### config.mk
export PLATFORM = sky130hd
export DESIGN_NAME = efuse_ctrl_sched
export DESIGN_NICKNAME = d
export VERILOG_FILES = /design/src/rtl/efuse_pkg.sv /design/src/rtl/efuse_ctrl_sched.sv
export SDC_FILE = /design/constraint.sdc
export NUM_CORES = 1
export LEC_CHECK = 0
export ABC_AREA = 1
export ABC_CLOCK_PERIOD_IN_PS = 12800
export CAP_MARGIN = 15
export CORE_ASPECT_RATIO = 1.75
export CORE_MARGIN = 10
export CORE_UTILIZATION = 42
export DETAILED_ROUTE_END_ITERATION = 8
export GPL_ROUTABILITY_DRIVEN = 0
export PLACE_DENSITY = 0.75
export SYNTH_ARGS = -nofsm -noshare
export SYNTH_HDL_FRONTEND = slang
export SYNTH_SLANG_ARGS = --single-unit
### constraint.sdc
create_clock -name clk -period 12.8 [get_ports clk]
set_clock_uncertainty 0.15 [all_clocks]
set_input_delay 1.92 -clock clk [delete_from_list [all_inputs] [get_ports clk]]
set_output_delay 1.92 -clock clk [all_outputs]
set_load 0.005 [all_outputs]
### src/rtl/efuse_pkg.sv
// Shared eFuse definitions: array size, default segment width, sequencer
// states and operation encoding.
package efuse_pkg;

  localparam int unsigned EFUSE_BITS = 256;
  localparam int unsigned SEG_W_DEF  = 64;

  typedef enum logic [3:0] {
    AL_START,
    AL_WAIT,
    IDLE,
    RD_START,
    RD_WAIT,
    WR_START,
    WR_WAIT,
    VF_START,
    VF_WAIT
  } state_t;

  // Value driven onto the timing core's rg_efuse_mode.
  typedef enum logic {
    OP_READ  = 1'b0,
    OP_WRITE = 1'b1
  } op_t;

endpackage

### src/rtl/efuse_ctrl_sched.sv
// Sequencer/arbiter in front of efuse_rw_timing: autoloads all segments into
// a shadow image after reset, then serves single segment read/program requests.
module efuse_ctrl_sched
  import efuse_pkg::*;
#(
  parameter int unsigned SEG_W  = SEG_W_DEF,
  parameter bit          VERIFY = 1'b1,
  localparam int unsigned SEG_N = EFUSE_BITS / SEG_W,
  localparam int unsigned SEL_W = (SEG_N > 1) ? $clog2(SEG_N) : 1
) (
  input  logic                  clk,
  input  logic                  rst,
  input  logic                  reload,
  input  logic                  req_valid,
  output logic                  req_ready,
  input  logic                  req_write,
  input  logic [SEL_W-1:0]      req_sel,
  input  logic [SEG_W-1:0]      req_wdata,
  output logic                  rsp_valid,
  output logic [SEG_W-1:0]      rsp_rdata,
  output logic                  rsp_err,
  output logic [EFUSE_BITS-1:0] shadow,
  output logic                  autoload_done,
  output logic                  core_read_start,
  output logic                  core_write_start,
  output logic [SEL_W-1:0]      core_sel,
  output logic                  core_mode,
  output logic                  core_autoload,
  output logic [SEG_W-1:0]      core_wdata,
  input  logic [SEG_W-1:0]      core_rdata,
  input  logic                  core_read_done,
  input  logic                  core_write_done
);

  state_t           state, state_d;
  logic [SEL_W-1:0] seg_cnt;

  logic             accept, reload_go, seg_inc, al_finish;
  logic             shadow_we, rsp_set, rsp_err_d;
  logic [SEL_W-1:0] shadow_idx;
  logic [SEG_W-1:0] shadow_val, cur_seg;

  assign cur_seg = shadow[core_sel*SEG_W +: SEG_W];

  // Decoded outputs are gated by rst so the reset state (AL_START) shows no
  // start pulse until reset is released.
  assign req_ready        = !rst && (state == IDLE) && autoload_done && !reload;
  assign core_read_start  = !rst && (state == AL_START || state == RD_START || state == VF_START);
  assign core_write_start = !rst && (state == WR_START);
  assign core_autoload    = !rst && (state == AL_START || state == AL_WAIT);

  always_comb begin
    state_d    = state;
    accept     = 1'b0;
    reload_go  = 1'b0;
    seg_inc    = 1'b0;
    al_finish  = 1'b0;
    shadow_we  = 1'b0;
    shadow_idx = core_sel;
    shadow_val = core_rdata;
    rsp_set    = 1'b0;
    rsp_err_d  = 1'b0;
    case (state)
      AL_START: state_d = AL_WAIT;
      AL_WAIT: begin
        if (core_read_done) begin
          shadow_we  = 1'b1;
          shadow_idx = seg_cnt;
          if (seg_cnt == SEL_W'(SEG_N - 1)) begin
            al_finish = 1'b1;
            state_d   = IDLE;
          end else begin
            seg_inc = 1'b1;
            state_d = AL_START;
          end
        end
      end
      IDLE: begin
        if (reload) begin
          reload_go = 1'b1;
          state_d   = AL_START;
        end else if (req_valid && req_ready) begin
          accept  = 1'b1;
          state_d = req_write ? WR_START : RD_START;
        end
      end
      RD_START: state_d = RD_WAIT;
      RD_WAIT: begin
        if (core_read_done) begin
          shadow_we = 1'b1;
          rsp_set   = 1'b1;
          state_d   = IDLE;
        end
      end
      WR_START: state_d = WR_WAIT;
      WR_WAIT: begin
        if (core_write_done) begin
          if (VERIFY) begin
            state_d = VF_START;
          end else begin
            shadow_we  = 1'b1;
            shadow_val = cur_seg | core_wdata;
            rsp_set    = 1'b1;
            state_d    = IDLE;
          end
        end
      end
      VF_START: state_d = VF_WAIT;
      VF_WAIT: begin
        if (core_read_done) begin
          shadow_we = 1'b1;
          rsp_set   = 1'b1;
          rsp_err_d = ((core_rdata & core_wdata) != core_wdata);
          state_d   = IDLE;
        end
      end
      default: state_d = AL_START;
    endcase
  end

  always_ff @(posedge clk or posedge rst) begin
    if (rst) begin
      state         <= AL_START;
      seg_cnt       <= '0;
      core_sel      <= '0;
      core_wdata    <= '0;
      core_mode     <= 1'b0;
      shadow        <= '0;
      autoload_done <= 1'b0;
      rsp_valid     <= 1'b0;
      rsp_rdata     <= '0;
      rsp_err       <= 1'b0;
    end else begin
      state     <= state_d;
      rsp_valid <= rsp_set;
      if (rsp_set) begin
        rsp_rdata <= shadow_val;
        rsp_err   <= rsp_err_d;
      end
      if (shadow_we) shadow[shadow_idx*SEG_W +: SEG_W] <= shadow_val;
      if (al_finish) autoload_done <= 1'b1;
      if (reload_go) begin
        autoload_done <= 1'b0;
        seg_cnt       <= '0;
        core_sel      <= '0;
      end
      if (seg_inc) begin
        seg_cnt  <= seg_cnt + 1'b1;
        core_sel <= seg_cnt + 1'b1;
      end
      if (accept) begin
        core_sel   <= req_sel;
        core_wdata <= req_wdata;
      end
      // Every *_START state is entered for exactly one cycle, so this only
      // fires on the entering edge and the mode stays put for the operation.
      if (state_d == AL_START || state_d == RD_START ||
          state_d == WR_START || state_d == VF_START)
        core_mode <= (state_d == WR_START) ? OP_WRITE : OP_READ;
    end
  end

endmodule

# ---- After elaboration in Yosys (flattened, before gate mapping)
# Cells that the tools add are included.
# Widths: inputs -> output; s select.
dict set report totals {
  reg_bits 396
  inputBits 137
  out_inout_bits 394
  wordCells 83
}
dict set report classes {
  n_addsub 2
  eq_ne 13
  n_shift 2
  n_mux 33
  n_bitwise 1
  n_reduce_logical 22
}
# op count
set op_table {}
lappend op_table {{$bwmux 256} 1}
lappend op_table {{$shift 64x34->256 const A} 1}
lappend op_table {{$shiftx 64x34->256} 1}
lappend op_table {{$and 64x64->64} 1}
lappend op_table {{$ne 64x64->1} 1}
lappend op_table {{$neg 8->34} 1}
lappend op_table {{$pmux 4 s8} 1}
lappend op_table {{$eq 4x3->1 const B} 6}
lappend op_table {{$mux 4} 5}
lappend op_table {{$mux 1} 19}
lappend op_table {{$eq 4x2->1 const B} 3}
lappend op_table {{$mux 2} 6}
lappend op_table {{$logic_not 4->1} 2}
lappend op_table {{$logic_and 1x1->1} 7}
lappend op_table {{$logic_or 1x1->1} 6}
lappend op_table {{$eq 4x1->1 const B} 1}
lappend op_table {{$eq 4x4->1 const B} 1}
lappend op_table {{$reduce_bool 2->1} 2}
lappend op_table {{$mux 3} 1}
lappend op_table {{$reduce_bool 3->1} 1}
lappend op_table {{$reduce_or 3->1} 1}
lappend op_table {{$add 2x1->2 const B} 1}
lappend op_table {{$eq 2x2->1 const B} 1}
lappend op_table {{$logic_not 1->1} 2}
lappend op_table {{$reduce_or 2->1} 1}

# ---- Longest topological paths before layout
dict set report depth {
  word_depth 12
  depth_mapped 13
  ltp_nobuf 11
}

# ---- Least setup slack after synthesis
# OpenSTA, ideal clock, no wires.
dict set report synth_path {
  path_type {in2out}
  startpoint {input port rst}
  endpoint {output port req_ready}
  t_arrival_ns 10.706
  t_required_ns 10.730
  setup_slack_ns 0.024
  stages 5
  n_path_buf 0
  path_cell_list {inv_1 > nand2_1 > nor2_1 > nand2_1 > inv_1}
}
dict set report synth_between {
  elab_chain_cells 4
}
# item line_no
set synth_rtl {}
lappend synth_rtl {{start, declared} efuse_ctrl_sched.sv:12} ;# input logic rst,
lappend synth_rtl {{$logic_not 1->1 (no line)} n/a}
lappend synth_rtl {{$logic_and 1x1->1 (3 in a row)} efuse_ctrl_sched.sv:47} ;# assign req_ready = !rst && (state == IDLE) && autoload_done && !reload;
lappend synth_rtl {{end, declared} efuse_ctrl_sched.sv:15} ;# output logic req_ready,
# Every way passes these cells.

# ---- Worst setup path in the final report
# Ends and elaborated chain as after synthesis.

==> results_dict.tcl <==
set metrics [dict create \
    run_status "completed" \
    post-place-cells 2652 \
    drt_drc_violations_left 0 \
    avgSynthCellArea_um2 9.38 \
    rr_worst_depth 11 \
    tritoncts_num_sinks 396 \
    finalCritPeriodShare 0.491 \
    max-cap-violations 0 \
    cts_setup_buffers 0 \
    port_buffers 530 \
    layout-drive-gt1-share 0.0707 \
    clk_root_buffer_cell "sky130_fd_sc_hd__clkbuf_16" \
    postSynthCellCount 1735 \
    number_of_global_route_vias_before_repair 15200 \
    post_cts_hold_buffer_count 0 \
    postSynthRegisterBits 396 \
    final_nets 2350 \
    worst_r2r_endpoint "shadow[72]" \
    postCtsResizedCells 0 \
    clkPwrFrac 0.214 \
    routed_wl_mm 64.1 \
    fin_tns_setup_ns 0 \
    final_cell_count_no_fill 2724 \
    power.share.combinational 0.424 \
    antenna_violating_nets_post_route 0 \
    criticalPathCategory "in2out" \
    die_w_um 169 \
    max-vdd-ir-drop_v 0.000157 \
    routed_wl_per_cell_um 23.5 \
    preCtsSetupSlack_ns 6.40 \
    deepest_clock_path_buffer_count 3 \
    power.net_switching_mw 2.05 \
    synth_warnings 0 \
    swShare 0.376 \
    io_pins 531 \
    crit_path_end_kind "output pin" \
    setup.reg_to_reg.worst_slack_ns 8.29 \
    rsz0062_at_grt "false" \
    setup_slack_ns 6.52 \
    worstMarginPinSlew_ns 0.993 \
    synthesis.nets 1878 \
    crit_required_ns 10.73 \
    timing_max_transition_violations_final 0 \
    hold_path_class "reg2reg" \
    yosysUniqueCellTypes 28 \
    num_cts_buffers 38 \
    vias 14800 \
    max_slew_margin 0.338 \
    place_hpwl_mm 46.0 \
    maxClockFrequency_mhz 159 \
    hold_path.startpoint "shadow[213]" \
    crit_arrival_ns 4.21 \
    height_of_the_chip_um 280 \
    final_core_util 0.602 \
    drt_iter0_markers 1127 \
    tritoncts "built" \
    pwr-share-seq 0.361 \
    area_growth_syn_to_layout_pct 42.1 \
    antenna_violations_before_repair 6 \
    htreeDepth 2 \
    regToRegStartpoint "state[1]" \
    detailedRoute.firstPassIterationCount 5 \
    p_int_mw 3.40 \
    whs_endpoint "shadow[213]" \
    clock_latency_ns 0.54 \
    clk_pin_slew_worst_setup_hold_paths_ns 0.06 \
    grt_max_degree 159 \
    placement_rows 95 \
    synth-seq-area-share 0.609 \
    timing.final.crit_period_ns 6.28 \
    grt_pass1_wl_mm 96.1 \
    initial_utilization 0.424 \
    avgViaCountPerCell 5.42 \
    total_power_mw 5.46 \
    critical_path.max_fanout 43 \
    worst_setup_path_start_kind "primary input" \
    whs_path_depth 2 \
    grt-ovfl-total 0 \
    power.leakage_nw 10.4 \
    floorplan.die_area_um2 47300 \
    syn_area_um2 16300 \
    pwr_density_cell_nw_per_um2 236 \
    design.core.area_um2 38400 \
    grt_use_total 0.261 \
    timing.final.hold_violations 0 \
    finalSetupViolCount 0 \
]
==> sequential cells by signal (all words and copies together), names as in the netlist <==
| signal | count |
|---|---|
| seg_cnt | 2 |
| core_mode | 1 |
| rsp_valid | 1 |
| core_sel | 2 |
| core_wdata | 64 |
| rsp_err | 1 |
| shadow | 256 |
| rsp_rdata | 64 |
| autoload_done | 1 |
| state | 4 |
==> power groups by stage <==
stage / registers, mW / logic, mW / clock network, mW
2_1_floorplan: 1.95 / 0.973 / 0
3_3_place_gp: 1.97 / 2.27 / 0
3_5_place_dp: 1.98 / 2.33 / 0
4_1_cts: 1.97 / 2.34 / 1.19
5_1_grt: 2.01 / 2.51 / 1.23
6_report: 1.97 / 2.32 / 1.17
==> cell families (layout without fill, tap and decap cells) <==
logic type	count (synthesis)	count (layout)	share of synthesized area
and+or+nand+nor	795	795	0.201
DFF	396	396	0.609
AOI/OAI and AO/OA	339	339	0.132
buffers and inverters	199	699	0.0532
adders and majority gates	6	6	0.00461
other	0	4	0
==> area by class of cell <==
type | count | area (µm²)
fillers | 3249 | 15300
flip-flops and latches | 396 | 9910
multi-input cells | 1140 | 5550
repair buffers | 544 | 5420
clock buffers | 57 | 1180
well taps | 485 | 607
inverters | 87 | 333
clock inverters | 11 | 111
diodes | 4 | 10.0
==> critical path, stage by stage <==
cell and delay (ns):
sky130_fd_sc_hd__clkdlybuf4s50_1 0.58, sky130_fd_sc_hd__clkinvlp_4 0.79, sky130_fd_sc_hd__nand2_1 0.24, sky130_fd_sc_hd__nor2_1 0.12, sky130_fd_sc_hd__nand2_1 0.09, sky130_fd_sc_hd__inv_1 0.04, sky130_fd_sc_hd__clkdlybuf4s50_1 0.44
==> synthesized netlist by cell type <==
cell | count | area (µm²)
sky130_fd_sc_hd__o21ai_0 | 249 | 1250
sky130_fd_sc_hd__nand3_4 | 1 | 17.5
sky130_fd_sc_hd__nor3_1 | 2 | 10.0
sky130_fd_sc_hd__nor2_4 | 1 | 11.3
sky130_fd_sc_hd__buf_1 | 9 | 33.8
sky130_fd_sc_hd__dfrtp_1 | 396 | 9910
sky130_fd_sc_hd__o211ai_1 | 2 | 15.0
sky130_fd_sc_hd__clkbuf_1 | 48 | 180
sky130_fd_sc_hd__buf_6 | 8 | 90.1
sky130_fd_sc_hd__inv_2 | 6 | 22.5
sky130_fd_sc_hd__o22ai_1 | 3 | 18.8
sky130_fd_sc_hd__or2_2 | 1 | 6.26
sky130_fd_sc_hd__nor2_2 | 4 | 25.0
sky130_fd_sc_hd__nand4_1 | 9 | 56.3
sky130_fd_sc_hd__inv_1 | 81 | 304
sky130_fd_sc_hd__nand3_2 | 3 | 30.0
sky130_fd_sc_hd__nand3_1 | 153 | 766
sky130_fd_sc_hd__o31ai_2 | 56 | 701
sky130_fd_sc_hd__nand2_2 | 3 | 18.8
sky130_fd_sc_hd__o21a_1 | 1 | 7.51
sky130_fd_sc_hd__nor2_1 | 23 | 86.3
sky130_fd_sc_hd__ha_1 | 6 | 75.1
sky130_fd_sc_hd__nand2_1 | 594 | 2230
sky130_fd_sc_hd__a21oi_1 | 4 | 20.0
sky130_fd_sc_hd__o21ai_1 | 16 | 80.1
sky130_fd_sc_hd__o31ai_1 | 8 | 60.1
sky130_fd_sc_hd__buf_2 | 47 | 235
sky130_fd_sc_hd__nand2_4 | 1 | 11.3
==> through the flow <==
stage | hold WS [ns] | area (µm²)
2_1_floorplan | 0.322 | 16300
3_3_place_gp | 0.313 | 21800
3_5_place_dp | 0.318 | 21800
4_1_cts | 0.334 | 23100
5_1_grt | 0.351 | 23100
6_report | 0.332 | 23100
==> metal layers <==
layer / part of all wire / track usage
met1: 0.36 / 0.297
met2: 0.50 / 0.438
met3: 0.084 / 0.0672
met4: 0.055 / 0.144
met5: 0.00033 / 0
==> how the worst max path moves through the flow <==
stage | startpoint | to | slack (ns) | cells past startpoint
after global placement | rst | req_ready | 6.47 | 7
after global routing | rst | req_ready | 6.23 | 7
after detailed placement | core_read_done | shadow[82] | 6.40 | 13
after floorplan | rst | req_ready | 2.84 | 5
final | rst | req_ready | 6.52 | 7
after CTS | rst | req_ready | 6.45 | 7
==> placed cells by master (no fill, tap or decap), drive strengths merged, types with 2 or more instances in the layout <==
master,synthesis,layout
a21oi,4,4
buf,64,14
bufinv,0,2
clkbuf,48,57
clkdlybuf4s50,0,530
clkinv,0,7
clkinvlp,0,2
dfrtp,396,396
diode,0,4
ha,6,6
inv,87,87
nand2,598,598
nand3,157,157
nand4,9,9
nor2,28,28
nor3,2,2
o211ai,2,2
o21ai,265,265
o22ai,3,3
o31ai,64,64
No activity file was read; power rests on OpenSTA's default activity.
